--- src/rtl/sdram_arbiter.sv ---
// sdram_arbiter: three-port arbiter (instruction, CPU data, DMA) onto one SDRAM controller port.
// Fixed priority DATA > INSTR > DMA; define SDRAM_ARB_ROUND_ROBIN_EN for round robin.
module sdram_arbiter (
  input  logic        clk,
  input  logic        reset,
  input  logic [19:1] instr_m_addr,
  input  logic        instr_m_access,
  output logic        instr_m_ack,
  output logic [15:0] instr_m_data_in,
  input  logic [19:1] data_m_addr,
  input  logic [15:0] data_m_data_out,
  input  logic        data_m_wr_en,
  input  logic [1:0]  data_m_bytesel,
  input  logic        data_m_access,
  output logic        data_m_ack,
  output logic [15:0] data_m_data_in,
  input  logic [19:1] dma_m_addr,
  input  logic [15:0] dma_m_data_out,
  input  logic        dma_m_wr_en,
  input  logic [1:0]  dma_m_bytesel,
  input  logic        dma_m_access,
  output logic        dma_m_ack,
  output logic [15:0] dma_m_data_in,
  output logic [19:1] q_m_addr,
  output logic [15:0] q_m_data_out,
  output logic        q_m_wr_en,
  output logic [1:0]  q_m_bytesel,
  output logic        q_m_access,
  input  logic        q_m_ack,
  input  logic [15:0] q_m_data_in
);
  typedef enum logic {IDLE, BUSY} state_t;
  typedef enum logic [1:0] {G_NONE, G_INSTR, G_DATA, G_DMA} grant_t;
  state_t state, state_nxt;
  grant_t grant, grant_nxt, winner;
  logic done;
  assign done = state == BUSY && q_m_ack;
  always_ff @(posedge clk or posedge reset)
    if (reset) begin
      state <= IDLE;
      grant <= G_NONE;
    end else begin
      state <= state_nxt;
      grant <= grant_nxt;
    end
`ifdef SDRAM_ARB_ROUND_ROBIN_EN
  // last holds the most recently completed grantee, which drops to lowest priority
  grant_t last;
  always_ff @(posedge clk or posedge reset)
    if (reset) last <= G_INSTR;
    else if (done) last <= grant;
  always_comb
    case (last)
      G_DATA:  winner = dma_m_access ? G_DMA : instr_m_access ? G_INSTR : data_m_access ? G_DATA : G_NONE;
      G_DMA:   winner = instr_m_access ? G_INSTR : data_m_access ? G_DATA : dma_m_access ? G_DMA : G_NONE;
      default: winner = data_m_access ? G_DATA : dma_m_access ? G_DMA : instr_m_access ? G_INSTR : G_NONE;
    endcase
`else
  always_comb winner = data_m_access ? G_DATA : instr_m_access ? G_INSTR : dma_m_access ? G_DMA : G_NONE;
`endif
  always_comb begin
    state_nxt = state;
    grant_nxt = grant;
    if (state == IDLE && winner != G_NONE) begin
      state_nxt = BUSY;
      grant_nxt = winner;
    end else if (done) begin
      state_nxt = IDLE;
      grant_nxt = G_NONE;
    end
  end
  // grant is NONE whenever IDLE, so muxing on grant alone zeroes the bus in IDLE
  always_comb begin
    q_m_access      = state == BUSY;
    q_m_addr        = grant == G_INSTR ? instr_m_addr : grant == G_DATA ? data_m_addr : grant == G_DMA ? dma_m_addr : '0;
    q_m_data_out    = grant == G_DATA ? data_m_data_out : grant == G_DMA ? dma_m_data_out : '0;
    q_m_wr_en       = grant == G_DATA ? data_m_wr_en : grant == G_DMA && dma_m_wr_en;
    q_m_bytesel     = grant == G_INSTR ? 2'b11 : grant == G_DATA ? data_m_bytesel : grant == G_DMA ? dma_m_bytesel : 2'b00;
    instr_m_ack     = done && grant == G_INSTR;
    data_m_ack      = done && grant == G_DATA;
    dma_m_ack       = done && grant == G_DMA;
    instr_m_data_in = grant == G_INSTR ? q_m_data_in : '0;
    data_m_data_in  = grant == G_DATA ? q_m_data_in : '0;
    dma_m_data_in   = grant == G_DMA ? q_m_data_in : '0;
  end
endmodule

--- config.mk ---
export PLATFORM = sky130hd
export DESIGN_NAME = sdram_arbiter
export DESIGN_NICKNAME = d
export VERILOG_FILES = /design/src/rtl/sdram_arbiter.sv
export SDC_FILE = /design/constraint.sdc
export NUM_CORES = 1
export LEC_CHECK = 0
export BUFFER_PORTS_ARGS = -buffer_cell sky130_fd_sc_hd__buf_2
export CAP_MARGIN = 15
export CORE_AREA = 2 2 79 81
export DETAILED_ROUTE_END_ITERATION = 10
export DIE_AREA = 0 0 81 83
export PLACE_DENSITY = 0.78
export REMOVE_ABC_BUFFERS = 1
export SLEW_MARGIN = 20
export SYNTH_ARGS = -nofsm -noshare
export SYNTH_HDL_FRONTEND = slang
export SYNTH_SLANG_ARGS = --single-unit
--- constraint.sdc ---
create_clock -name clk -period 1 [get_ports clk]
set_input_delay 0 -clock clk [delete_from_list [all_inputs] [get_ports clk]]
set_output_delay 0 -clock clk [all_outputs]
set_load 0.01 [all_outputs]
# == Word-level counts from Yosys, hierarchy flattened ==
# Cells that the tools add are included.
# totals
regBits,3
output_inout_bits,90
elab_cells,33
# classes
eq_ne,3
muxes,19
bitwise,1
n_reduce_logical,8
# ops
cell,n
two-way mux 16 bit,5
two-way mux 19 bit,3
two-way mux 2 bit,8
logical AND 1 bit,6
== test 2 bit (second input constant),2
nonzero test 2 bit,2
two-way mux 1 bit,3
== test 2 x 1 -> 1 bit (second input constant),1
inverter 1 bit,1

# == Depth between registers and ports, before layout ==
# depth
depth_word,6
mapped_depth,5
mapped_depth_nobuf,2

# == Worst setup path before layout ==
# Ideal clock, no wire load.
# synth_timing
path_kind,reg2reg
startpoint,"register, netlist name grant[0]"
endpoint,register grant[0]
arrival_ns,0.936
path_slack_ns,-0.066
path_stages_with_launch,6
n_path_buf,3
path_cell_list,dfrtp_1 buf_4 buf_8 inv_2 buf_2 o32ai_1
# synth_rtl
element,line,rtl
"end signal, assigned",44,grant <= grant_nxt;
"end, declared",35,"grant_t grant, grant_nxt, winner;"

# == Worst setup path after layout ==
# layout_timing
startpoint,register grant[1]
endpoint,output q_m_addr[8] (netlist bit)
# layout_between
elab_chain_len,4
# layout_lines
element,line,rtl
== test 2 bit,75,q_m_addr = grant == G_INSTR ? instr_m_addr : grant == G_DATA ? data_m_addr : grant == G_DMA ? dma_m_addr : '0;
two-way mux 19 bit (2 in a row),75,
two-way mux 19 bit (*),75,
"end, declared",24,"output logic [19:1] q_m_addr,"
# Mark *: on every way between the ends. The rest lies on a longest branch, timed or not.

==> run summary <==
Post-Route WL -> 6090 um
worst stage delay on the critical path -> 0.43 ns
CP Data Required Time -> 1.00 ns
Worst-path clk slew -> 0.03 ns
top-area cell type share of the netlist area -> 0.289
layout cells sized above 1 -> 0.672
Nets -> 496
Cell Rows -> 28
Worst setup endpoint -> q_m_addr[8]
most frequent cells in the layout -> buf_2 (199), mux2i_1 (33), and2_1 (32)
register area share after synthesis -> 0.0602
CTS tree -> built
pin count of the biggest net entering global routing -> 24
die height -> 83 um
Hold Vio Cnt, Final -> 0
deepest clock path buffer count -> 2
port buffer count -> 206
initial drt markers -> 68
Setup WS pre-CTS -> -0.133 ns
Pre-Repair DR Iteration Count -> 4
Syn Inst Count -> 164
Tcrit/Tclk final -> 1.35
unrepaired setup endpoints after global routing -> yes
CP Capture Type -> output port
Detailed Place HPWL -> 4650 um
Crit Reg-Reg Endpoint -> grant[1]
vias in the first global route -> 1862
post-layout min period -> 1.35 ns
top cell type by total area after synthesis -> mux2i_1
R2R depth -> 2
Placed Cells -> 440
Worst VDD drop -> 611 uV
fin worst setup slack -> -0.350 ns
FF-to-FF Start -> q_m_access
Crit. Startpoint -> grant[1]
Final Non-Filler Cells -> 453
synthesized area -> 1250 sq um
Final Skew -> 0.000875 ns
Vias -> 2030
area growth from synthesis to layout -> 124%
Startpoint Class -> flip-flop
Synth area leaders -> mux2i_1 (29%), and2_1 (16%), o2bb2ai_1 (13%), and3_1 (8.0%), dfrtp_1 (6.0%)
CP Max Fanout -> 20
vias per cell -> 4.48
R2R setup slack -> -0.01 ns
HP Class -> primary input to flip-flop
Setup Viol. Count Final -> 90
crit path cell chain -> buf_12 -> mux2i_2 -> o2bb2ai_1 -> buf_2
slowest CP cell -> dfrtp_2
Antenna Violating Nets Remaining -> 0
library cells used by synthesis -> 24
diode count -> 0
Residual DRC -> 0
Worst path depth -> 4
I/O Pins -> 207
Largest delay share family, worst path -> flip-flops
Yosys warning count -> 0
H-tree depth -> 1
grt total ovfl -> 0
final RePlAce weighted congestion -> 0.742
Critical path buffers and inverters -> 2
Final Slew Violations -> 0
first-pass GRT wire length -> 8350 um
Die W -> 81 um
# clock sinks -> 3
wire per inst -> 13.4 um
PwrDens -> 944 nW/um^2
Worst-Skew Late Latency -> 0.22 ns
arrival time worst endpoint -> 1.35 ns
#FFs+latches synth -> 3
DIE AREA -> 6720 sq um
worst slew pin tran -> 0.293 ns
Total GRT Usage -> 0.153
Starting Density -> 0.215
commonest non-fill, non-tap cell in the layout -> buf_2
Max Freq -> 741 MHz
Root Driver -> clkbuf_8
Filler cells -> 574
outcome -> finished with violations
initial antenna violation count -> 0
Worst Path Class, Setup -> flip-flop to output port
static leakage -> 1.63 nW
maxcap violations -> 0
violated checks -> negative setup slack
Max-Slew Margin vs Limit -> 0.804
CTS buffer count -> 3
Core Box Area -> 5820 sq um
syn avg cell area -> 7.61 sq um
## power by group
group	internal (mW)	switching, mW	total [mW]
clock	0.272	0.0855	0.358
combinational	1.13	0.985	2.12
sequential	0.139	0.0273	0.167
total	1.54	1.10	2.64
## synthesized netlist by cell type, drive strengths merged
cell type and n:
mux2i 36, and2 32, nor2 19, o2bb2ai 19, and3 16, buf 13, clkbuf 6, inv 5
dfrtp 3, nor3 3, a21oi 2, a31oi 2, nor2b 2, a21boi 1, a222oi 1, mux2 1
nand2 1, o21bai 1, o32ai 1
## cells by family (layout without fill, tap and decap cells)
kind of cell           Yosys count  count (layout)  share of synthesized area
flip-flops                       3               3                     0.0602
AO/OA/AOI/OAI                   27              27                      0.179
AND/OR/NAND/NOR                 73              73                      0.335
multiplexers                    37              37                      0.298
buffers and inverters           24             238                      0.128
## worst min-delay path by stage
stage              startpoint    endpoint  slack (ns)  cells after the start
4_1_cts        instr_m_access    grant[1]       0.007                      2
6_report       instr_m_access    grant[1]       0.007                      2
2_1_floorplan           reset    grant[0]       -0.25                      1
3_3_place_gp            reset  q_m_access       -0.12                      2
5_1_grt        instr_m_access    grant[1]        0.03                      2
3_5_place_dp            reset  q_m_access       -0.12                      2
## flip-flops by register name, summed over array words and instances (netlist names)
register,flops
grant,2
q_m_access,1
## stage by stage
| step | instance area (sq um) | setup TNS, ns | utilization | hold slack (ns) | power (mW) |
|---|---|---|---|---|---|
| after floorplan | 1110 | -74.94 | - | -0.246 | 1.01 |
| after global placement | 2400 | -3.21 | 0.413 | -0.122 | 1.87 |
| after detailed placement | 2400 | -5.06 | 0.413 | -0.122 | 1.91 |
| after CTS | 2600 | -26.93 | 0.447 | 0.00737 | 2.43 |
| after global routing | 2800 | -32.32 | 0.481 | 0.0302 | 2.83 |
| final | 2800 | -26.66 | 0.481 | 0.00733 | 2.64 |
## final cells by class
cell class / count / area, sq um / share of cell area
Multi-Input combinational cell: 137 / 1130 / 0.403
Inverter: 5 / 23.8 / 0.00850
Timing Repair Buffer: 229 / 1430 / 0.511
Sequential cell: 3 / 77.6 / 0.0277
Clock buffer: 4 / 45.0 / 0.0161
Tap cell: 75 / 93.8 / 0.0335
## layer usage
layer / vias up / track usage / share of wire
met5: - / 0 / 0
met4: 0 / 0.0370 / 0.011
met3: 8 / 0.0196 / 0.085
met2: 120 / 0.296 / 0.52
met1: 893 / 0.169 / 0.38
li1: 1009 / - / -
## worst reg2reg max path, delay by kind of cell (launching register included)
family,cells,cell delay [ns]
AO/OA/AOI/OAI,2,0.43
flip-flops,1,0.45
## timing repair
action,4_1_cts,5_1_grt
buffers inserted,4,0
hold endpoints to repair,3,0
hold buffers,1,0
pin swaps,1,0
gates cloned,1,3
resized for setup,14,24
setup endpoints to repair,91,91
No activity file was read; power rests on OpenSTA's default activity.
